$ cat config.mk
export PLATFORM = sky130hd
export DESIGN_NAME = vga_framebuffer_writer
export DESIGN_NICKNAME = d
export VERILOG_FILES = /design/src/rtl/vga_pkg.sv /design/src/rtl/vga_vsync_edge_detect.sv /design/src/rtl/vga_framebuffer_writer.sv
export SDC_FILE = /design/constraint.sdc
export NUM_CORES = 1
export LEC_CHECK = 0
export ABC_AREA = 1
export CAP_MARGIN = 20
export CORE_UTILIZATION = 50
export DETAILED_ROUTE_END_ITERATION = 8
export PLACE_DENSITY = 0.71
export SYNTH_ARGS = -nofsm -noshare
export SYNTH_HDL_FRONTEND = slang
export SYNTH_SLANG_ARGS = --single-unit
$ cat constraint.sdc
create_clock -name clock -period 5.02 [get_ports clock]
set_clock_uncertainty 0.1 [all_clocks]
set_input_delay 0.753 -clock clock [delete_from_list [all_inputs] [get_ports clock]]
set_output_delay 0.753 -clock clock [all_outputs]
set_load 0.05 [all_outputs]
$ cat src/rtl/vga_pkg.sv
// Shared constants for the 8x8 monochrome VGA display path: opcodes, geometry, FSM encoding.
package vga_pkg;
    localparam int FB_W    = 8;
    localparam int FB_H    = 8;
    localparam int FB_BITS = FB_W * FB_H;

    localparam logic [2:0] OP_NOP       = 3'd0;
    localparam logic [2:0] OP_SET       = 3'd1;
    localparam logic [2:0] OP_CLR       = 3'd2;
    localparam logic [2:0] OP_TOGGLE    = 3'd3;
    localparam logic [2:0] OP_WRITE_ROW = 3'd4;
    localparam logic [2:0] OP_CLEAR_ALL = 3'd5;
    localparam logic [2:0] OP_SWAP      = 3'd6;
    localparam logic [2:0] OP_SCROLL    = 3'd7;

    typedef logic [1:0] state_t;
    localparam state_t ST_IDLE       = 2'd0;
    localparam state_t ST_CLEAR      = 2'd1;
    localparam state_t ST_WAIT_VSYNC = 2'd2;
endpackage

$ cat src/rtl/vga_vsync_edge_detect.sv
// Synchronises the active-low vsync input and pulses for one cycle on the start of vertical sync.
module vga_vsync_edge_detect #(
    parameter int SYNC_STAGES = 2
) (
    input  logic clock,
    input  logic reset,
    input  logic vsync_in,
    output logic fall_pulse
);
    logic [SYNC_STAGES-1:0] sync;
    logic                   prev;

    // Flops reset high so a low vsync coming out of reset is not seen as an edge.
    always_ff @(posedge clock) begin
        if (reset) begin
            sync <= '1;
            prev <= 1'b1;
        end else begin
            sync <= {sync[SYNC_STAGES-2:0], vsync_in};
            prev <= sync[SYNC_STAGES-1];
        end
    end

    assign fall_pulse = prev & ~sync[SYNC_STAGES-1];
endmodule

$ cat src/rtl/vga_framebuffer_writer.sv
// Command-driven 8x8 back buffer with vsync-aligned copy to the front buffer.
// Optional SCROLL opcode enabled by defining VGA_FRAMEBUFFER_WRITER_SCROLL_EN.
//
// state      | meaning
// IDLE       | accepting commands; pixel/row edits complete at acceptance
// CLEAR      | zeroing one back-buffer row per cycle, rows 0..7
// WAIT_VSYNC | holding until the next vsync falling edge, then front <= back
module vga_framebuffer_writer
    import vga_pkg::*;
#(
    parameter int VSYNC_SYNC_STAGES = 2
) (
    input  logic               clock,
    input  logic               reset,
    input  logic               cmd_valid,
    output logic               cmd_ready,
    input  logic [2:0]         cmd_op,
    input  logic [2:0]         cmd_x,
    input  logic [2:0]         cmd_y,
    input  logic [7:0]         cmd_data,
    input  logic               vga_vsync,
    output logic [FB_BITS-1:0] framebuffer,
    output logic               busy,
    output logic               frame_swapped
);
    state_t             state;
    logic [2:0]         row_cnt;
    logic [FB_BITS-1:0] back;
    logic [FB_BITS-1:0] front;
    logic               vsync_fall;

    vga_vsync_edge_detect #(
        .SYNC_STAGES(VSYNC_SYNC_STAGES)
    ) u_vsync_edge (
        .clock      (clock),
        .reset      (reset),
        .vsync_in   (vga_vsync),
        .fall_pulse (vsync_fall)
    );

    always_ff @(posedge clock) begin
        if (reset) begin
            state         <= ST_IDLE;
            row_cnt       <= 3'd0;
            back          <= '0;
            front         <= '0;
            frame_swapped <= 1'b0;
        end else begin
            frame_swapped <= 1'b0;
            case (state)
                ST_IDLE: begin
                    if (cmd_valid) begin
                        case (cmd_op)
                            OP_SET:       back[{cmd_y, cmd_x}] <= 1'b1;
                            OP_CLR:       back[{cmd_y, cmd_x}] <= 1'b0;
                            OP_TOGGLE:    back[{cmd_y, cmd_x}] <= ~back[{cmd_y, cmd_x}];
                            OP_WRITE_ROW: back[{cmd_y, 3'b000} +: FB_W] <= cmd_data;
                            OP_CLEAR_ALL: begin
                                state   <= ST_CLEAR;
                                row_cnt <= 3'd0;
                            end
                            OP_SWAP:      state <= ST_WAIT_VSYNC;
`ifdef VGA_FRAMEBUFFER_WRITER_SCROLL_EN
                            // Row 0 sits in the low byte, so scrolling up shifts the vector right.
                            OP_SCROLL: begin
                                if (cmd_x[0])
                                    back <= {back[FB_BITS-FB_W-1:0], cmd_data};
                                else
                                    back <= {cmd_data, back[FB_BITS-1:FB_W]};
                            end
`endif
                            default: ;
                        endcase
                    end
                end
                ST_CLEAR: begin
                    back[{row_cnt, 3'b000} +: FB_W] <= '0;
                    row_cnt <= row_cnt + 3'd1;
                    if (row_cnt == 3'd7)
                        state <= ST_IDLE;
                end
                ST_WAIT_VSYNC: begin
                    if (vsync_fall) begin
                        front         <= back;
                        frame_swapped <= 1'b1;
                        state         <= ST_IDLE;
                    end
                end
                default: state <= ST_IDLE;
            endcase
        end
    end

    assign cmd_ready   = (state == ST_IDLE);
    assign busy        = (state != ST_IDLE);
    assign framebuffer = front;
endmodule
### Yosys cells after proc, flatten, opt, wreduce, memory -nomap -nowiden

Index checks and enable logic that the tools add are counted.

* bits in registers: 137
* bits of input ports: 21

* add/sub/neg operators: 3
* $lt $le $gt $ge: 2
* equality and inequality tests: 15
* shifts and indexed selects: 4
* mux-type cells: 19
* bitwise gates (word level): 7
* reduce and logical (&&, ||, !) cells: 9

Operators by type and width (count)
* $pmux W64 S4: 1
* $bwmux W64: 3
* $pmux W64 S2: 1
* $shift A8 B8 Y64 const A: 2
* $and A64 B64 Y64: 1
* $mux W64: 1
* $not A64 Y64: 1
* $or A64 B64 Y64: 1
* $shiftx A8 B8 Y64: 1
* $shiftx A8 B8 Y64 const A: 1
* $neg A6 Y8: 2
* $eq A3 B3 Y1 const B: 4
* $lt A6 B7 Y1 const B: 1
* $bmux W1 S6: 1
* $demux W1 S6: 1
* $eq A3 B2 Y1 const B: 2
* $ge A6 B1 Y1 const B: 1
* $mux W2: 3
* $mux W3: 2
* $pmux W2 S3: 1
* $pmux W3 S2: 1
* $reduce_and A3 Y1: 2
* $ne A5 B1 Y1 const B: 1
* $ne A2 B1 Y1 const B: 2
* 16 further kinds: 22

### Longest topological paths before layout

* depth in word-level cells: 9
* depth in mapped cells: 15

### Cells and area by module

Synthesis repeated with hierarchy kept, for this count alone.

* cells, all modules: 1687
* area total of the unflattened synthesis: 9557.9 um^2

Modules (own cells, without submodules)
* vga_framebuffer_writer: times used 1, cells an instance 1675, area an instance 9464.1 um^2
* vga_vsync_edge_detect: times used 1, cells an instance 12, area an instance 93.8 um^2

### Worst setup path after synthesis

OpenSTA, ideal clock, no wires.

* path kind: reg2reg
* start: reg state[0]
* end: reg back[47]
* data arrival time: 2.669 ns
* required time: 4.788 ns
* slack: 2.119 ns
* stages on the path, launching flop included: 10
* period minus slack after synthesis: 2.901 ns
* path through: dfxtp_1 nor2_1 inv_1 o31ai_1 clkinv_1 nand2_2 buf_6 a21oi_1 nand2_1 a21oi_1

* longest elaborated chain between the ends: 3
* elaborated cells between the ends (all ways): 7

RTL lines
* start: declaration: RTL line vga_framebuffer_writer.sv:26 `state_t state;`
* start signal: assignment: RTL line vga_framebuffer_writer.sv:43 `state <= ST_IDLE;`
* start signal: assignment: RTL line vga_framebuffer_writer.sv:59 `state <= ST_CLEAR;`
* start signal: assignment: RTL line vga_framebuffer_writer.sv:62 `OP_SWAP: state <= ST_WAIT_VSYNC;`
* $logic_not A2 Y1 *
* via cmd_ready: RTL line vga_framebuffer_writer.sv:16 `output logic cmd_ready,`
* $ne A5 B1 Y1 (no line) (tied with other cells)
* $reduce_and A3 Y1 (no line)
* end signal: indexed assignment: RTL line vga_framebuffer_writer.sv:56 `OP_TOGGLE: back[{cmd_y, cmd_x}] <= ~back[{cmd_y, cmd_x}];`
* end signal: indexed assignment: RTL line vga_framebuffer_writer.sv:57 `OP_WRITE_ROW: back[{cmd_y, 3'b000} +: FB_W] <= cmd_data;`
* end: declaration: RTL line vga_framebuffer_writer.sv:28 `logic [FB_BITS-1:0] back;`

Mark *: on every way through the listed nets, which the timed path passes. The rest lies on a longest branch.
A chain may end at the register's enable or synchronous reset.

### Worst setup path after layout

* start: in cmd_y[0]
* end: reg back[0]

* longest elaborated chain between the ends: 9
* elaborated cells between the ends (all ways): 19

RTL lines
* start: declaration: RTL line vga_framebuffer_writer.sv:19 `input logic [2:0] cmd_y,`
* $lt A6 B7 Y1 (not written as such) or $ge A6 B1 Y1 (tied branches): RTL line vga_framebuffer_writer.sv:54, vga_framebuffer_writer.sv:55, vga_framebuffer_writer.sv:56
* $logic_and A1 B1 Y1 (not written as such): RTL line vga_framebuffer_writer.sv:54, vga_framebuffer_writer.sv:55, vga_framebuffer_writer.sv:56
* $mux W1 (not written as such): RTL line vga_framebuffer_writer.sv:54, vga_framebuffer_writer.sv:55, vga_framebuffer_writer.sv:56
* $demux W1 S6: RTL line vga_framebuffer_writer.sv:54, vga_framebuffer_writer.sv:55, vga_framebuffer_writer.sv:56
* $not A64 Y64 (no line)
* $and A64 B64 Y64 (no line)
* $pmux W64 S4 *: RTL line vga_framebuffer_writer.sv:53 `case (cmd_op)`
* $mux W64 *: RTL line vga_framebuffer_writer.sv:52 `if (cmd_valid) begin`
* $pmux W64 S2 *: RTL line vga_framebuffer_writer.sv:50 `case (state)`

Mark *: on every way between the ends. The rest lies on a longest branch, timed or not. The select of a mux whose other input is x is not followed.

==> flow_metrics.py <==
metrics = {
    "sta": {
        "timing.final.ws_setup_ps": 1340,
        "report.final.hold_viol_count": 0,
        "rsz0062_at_grt": "false",
        "fin_tns_setup_ps": 0,
        "holdWs_ps": 313,
        "relSlewSlack": 0.365,
        "fin_crit_ps": 3680,
        "clock.fmax_mhz": 272,
        "finalSetupViolations": 0,
        "worst-slew-pin-transition_ps": 947,
        "drv_slew": 0,
        "finalCritPeriodShare": 0.733,
    },
    "pwr": {
        "total_power_w": 0.00377,
        "p_sw_w": 0.00153,
        "p_int_w": 0.00224,
        "power_density_nw_per_um2": 350,
        "seq_power_share": 0.346,
        "leakage_nw": 4.00,
        "comb_power_share": 0.345,
        "p_clk_frac": 0.309,
        "peakVddDrop_mv": 0.249,
        "switching_share": 0.405,
    },
    "floorplanning": {
        "io-pin-count": 88,
        "num_rows": 49,
        "fp.coreArea_um2": 18200,
        "die_width_um": 139,
        "dieArea_um2": 19400,
        "die_y_um": 139,
        "initial_core_util": 0.518,
    },
    "synthesis": {
        "ys_seq_area_frac": 0.291,
        "yosysUniqueCellTypes": 32,
        "ys_warn_count": 0,
        "syn-cell-area_um2": 9440,
        "synth.top_cell.area_share": 0.291,
        "synth_edf_count": 0,
        "ys_seq_elements": 137,
        "ys_top_cells_by_count": "452 x nand2_1, 259 x a21oi_1, 208 x nor2_1, 143 x inv_1, 137 x dfxtp_1",
        "synth_flop_cell": "dfxtp_1",
        "synthArstFlopShare": 0,
        "synth_nets": 1656,
        "netlist_instances": 1625,
        "synth_largest_area_cell": "dfxtp_1",
        "synth.most_common_cell": "nand2_1",
        "synthTopCellsByArea": "dfxtp_1 29%, nand2_1 18%, a21oi_1 14%",
        "avgSynthCellArea_um2": 5.81,
    },
    "placement": {
        "placed_area_um2": 10200,
        "routabilityCongestion": 0.968,
        "place_ws_ps": 956,
        "dp_hpwl_um": 20200,
        "io_buffers": 87,
    },
    "clock_network": {
        "cts_sinks": 137,
        "cts_resized": 0,
        "root_buffer": "clkbuf_16",
        "tritoncts": "done",
        "numCtsBuffers": 17,
        "htreeDepth": 4,
        "clock_latency_ps": 440,
        "cts_hold_buf": 0,
        "path_clk_slew_ps": 60,
        "cts_setup_buffers": 0,
        "clock_path_buffers": 2,
    },
    "finish": {
        "multiInputGateArea_um2": 5660,
        "n_fill_cell": 1861,
        "syn2layout_area_growth_pct": 14.1,
        "nNetsFinal": 1684,
        "seq_area_um2": 2740,
        "drive_gt1_frac": 0.0367,
        "finalInstanceArea_um2": 10800,
        "antenna_cells": 0,
    },
    "route": {
        "routed_wl_um": 32900,
        "postRouteAntennaNets": 0,
        "vias_per_cell": 5.73,
        "drc": 0,
        "drtPass1Iterations": 8,
        "detail_route.wl_per_cell_um": 17.4,
        "initialDrtViolationCount": 1175,
        "vias": 10845,
    },
    "worst_setup_path": {
        "crit_required_ps": 5220,
        "worstSetupPathType": "in -> reg",
        "start_kind": "primary input",
        "crit_path_start": "cmd_y[0]",
        "crit_fanout": 16,
        "rr_startpoint": "row_cnt[0]$_SDFFE_PP0P_",
        "arrival_ps": 3870,
        "critPathCaptureType": "flop",
    },
    "run_status": {
        "status": "finished, final reports clean",
    },
    "run": {
        "cap_violations": 0,
    },
    "worst_hold_path": {
        "hold_path.class": "reg -> reg",
        "hold_start": "u_vsync_edge.sync[0]$_SDFF_PP1_",
    },
    "grt": {
        "track_usage": 0.336,
        "grt_max_degree": 97,
        "grt_pass1_vias": 9730,
        "overflow": 0,
        "antenna_found_initial": 0,
        "grt_pass1_wl_um": 51300,
    },
}
cell type report:
class                   instances  area share
inverters                     151      0.0526
clock inverters                 7     0.00418
repair buffers                 99      0.0911
clock buffers                  23      0.0453
well taps                     229      0.0266
multi-input cells            1247       0.525
flip-flops and latches        137       0.255
stage by stage:
| step | cells | util |
|---|---|---|
| detailed placement | 1863 | 0.562 |
| global placement | 1863 | 0.562 |
| finish | 1893 | 0.591 |
| global route | 1893 | 0.591 |
| CTS | 1893 | 0.591 |
| floorplan | 1625 | - |
state kept, by name, indices dropped and copies added (netlist names):
signal,flops
back,64
state,2
frame_swapped,1
u_vsync_edge.sync,2
u_vsync_edge.prev,1
row_cnt,3
framebuffer,64
logic make-up (layout without fill, tap and decap cells):
| group | Yosys count | after routing | synth area share |
|---|---|---|---|
| buf+inv | 241 | 280 | 0.111 |
| simple gates | 796 | 796 | 0.340 |
| flops | 137 | 137 | 0.291 |
| fa+ha+maj | 10 | 10 | 0.0133 |
| compound gates | 441 | 441 | 0.246 |
placed cells by master, fill, tap and decap left out, drive strengths merged, types with 10 or more instances in the layout:
cell / synthesis / layout
dfxtp: 137 / 137
nor2: 212 / 212
buf: 31 / 13
nand2: 455 / 455
ha: 10 / 10
o21ai: 142 / 142
clkbuf: 59 / 23
inv: 150 / 150
o211ai: 25 / 25
nand3: 39 / 39
clkdlybuf4s50: 0 / 86
nor3: 79 / 79
a21oi: 259 / 259
worst max-delay path: stages:
cell	delay, ps
clkdlybuf4s50_1	680
inv_1	190
ha_1	260
ha_1	330
inv_1	160
nand3_1	120
nor2_1	720
a21oi_1	120
o21ai_0	120
o311ai_0	170
inv_1	100
nand2_1	50
nand2_1	50
a21oi_1	60
path summary, 6_finish.rpt:
kind,to,slack [ps],depth (start not counted)
min reg2reg,u_vsync_edge.sync[1]$_SDFF_PP1_,310,1
max,back[0]$_SDFFE_PP0P_,1340,14
max reg2reg,back[31]$_SDFFE_PP0P_,2460,8
min,u_vsync_edge.sync[1]$_SDFF_PP1_,310,1
per-layer routing:
layer	up-vias	global-route usage	wire length [µm]
li1	5364	-	-
met1	4815	0.425	14000
met3	123	0.0730	2940
met4	0	0.197	1790
met2	543	0.525	14100
met5	-	0	0
power by group through the flow:
stage	Clock, W	Combinational, W	Sequential [W]
after floorplan	0	0.000896	0.00136
after global placement	0	0.00125	0.00132
after detailed placement	0	0.00126	0.00132
after CTS	0.00117	0.00127	0.00130
after global routing	0.00121	0.00141	0.00132
final	0.00116	0.00130	0.00130
Power figures use the tool's default switching activity.
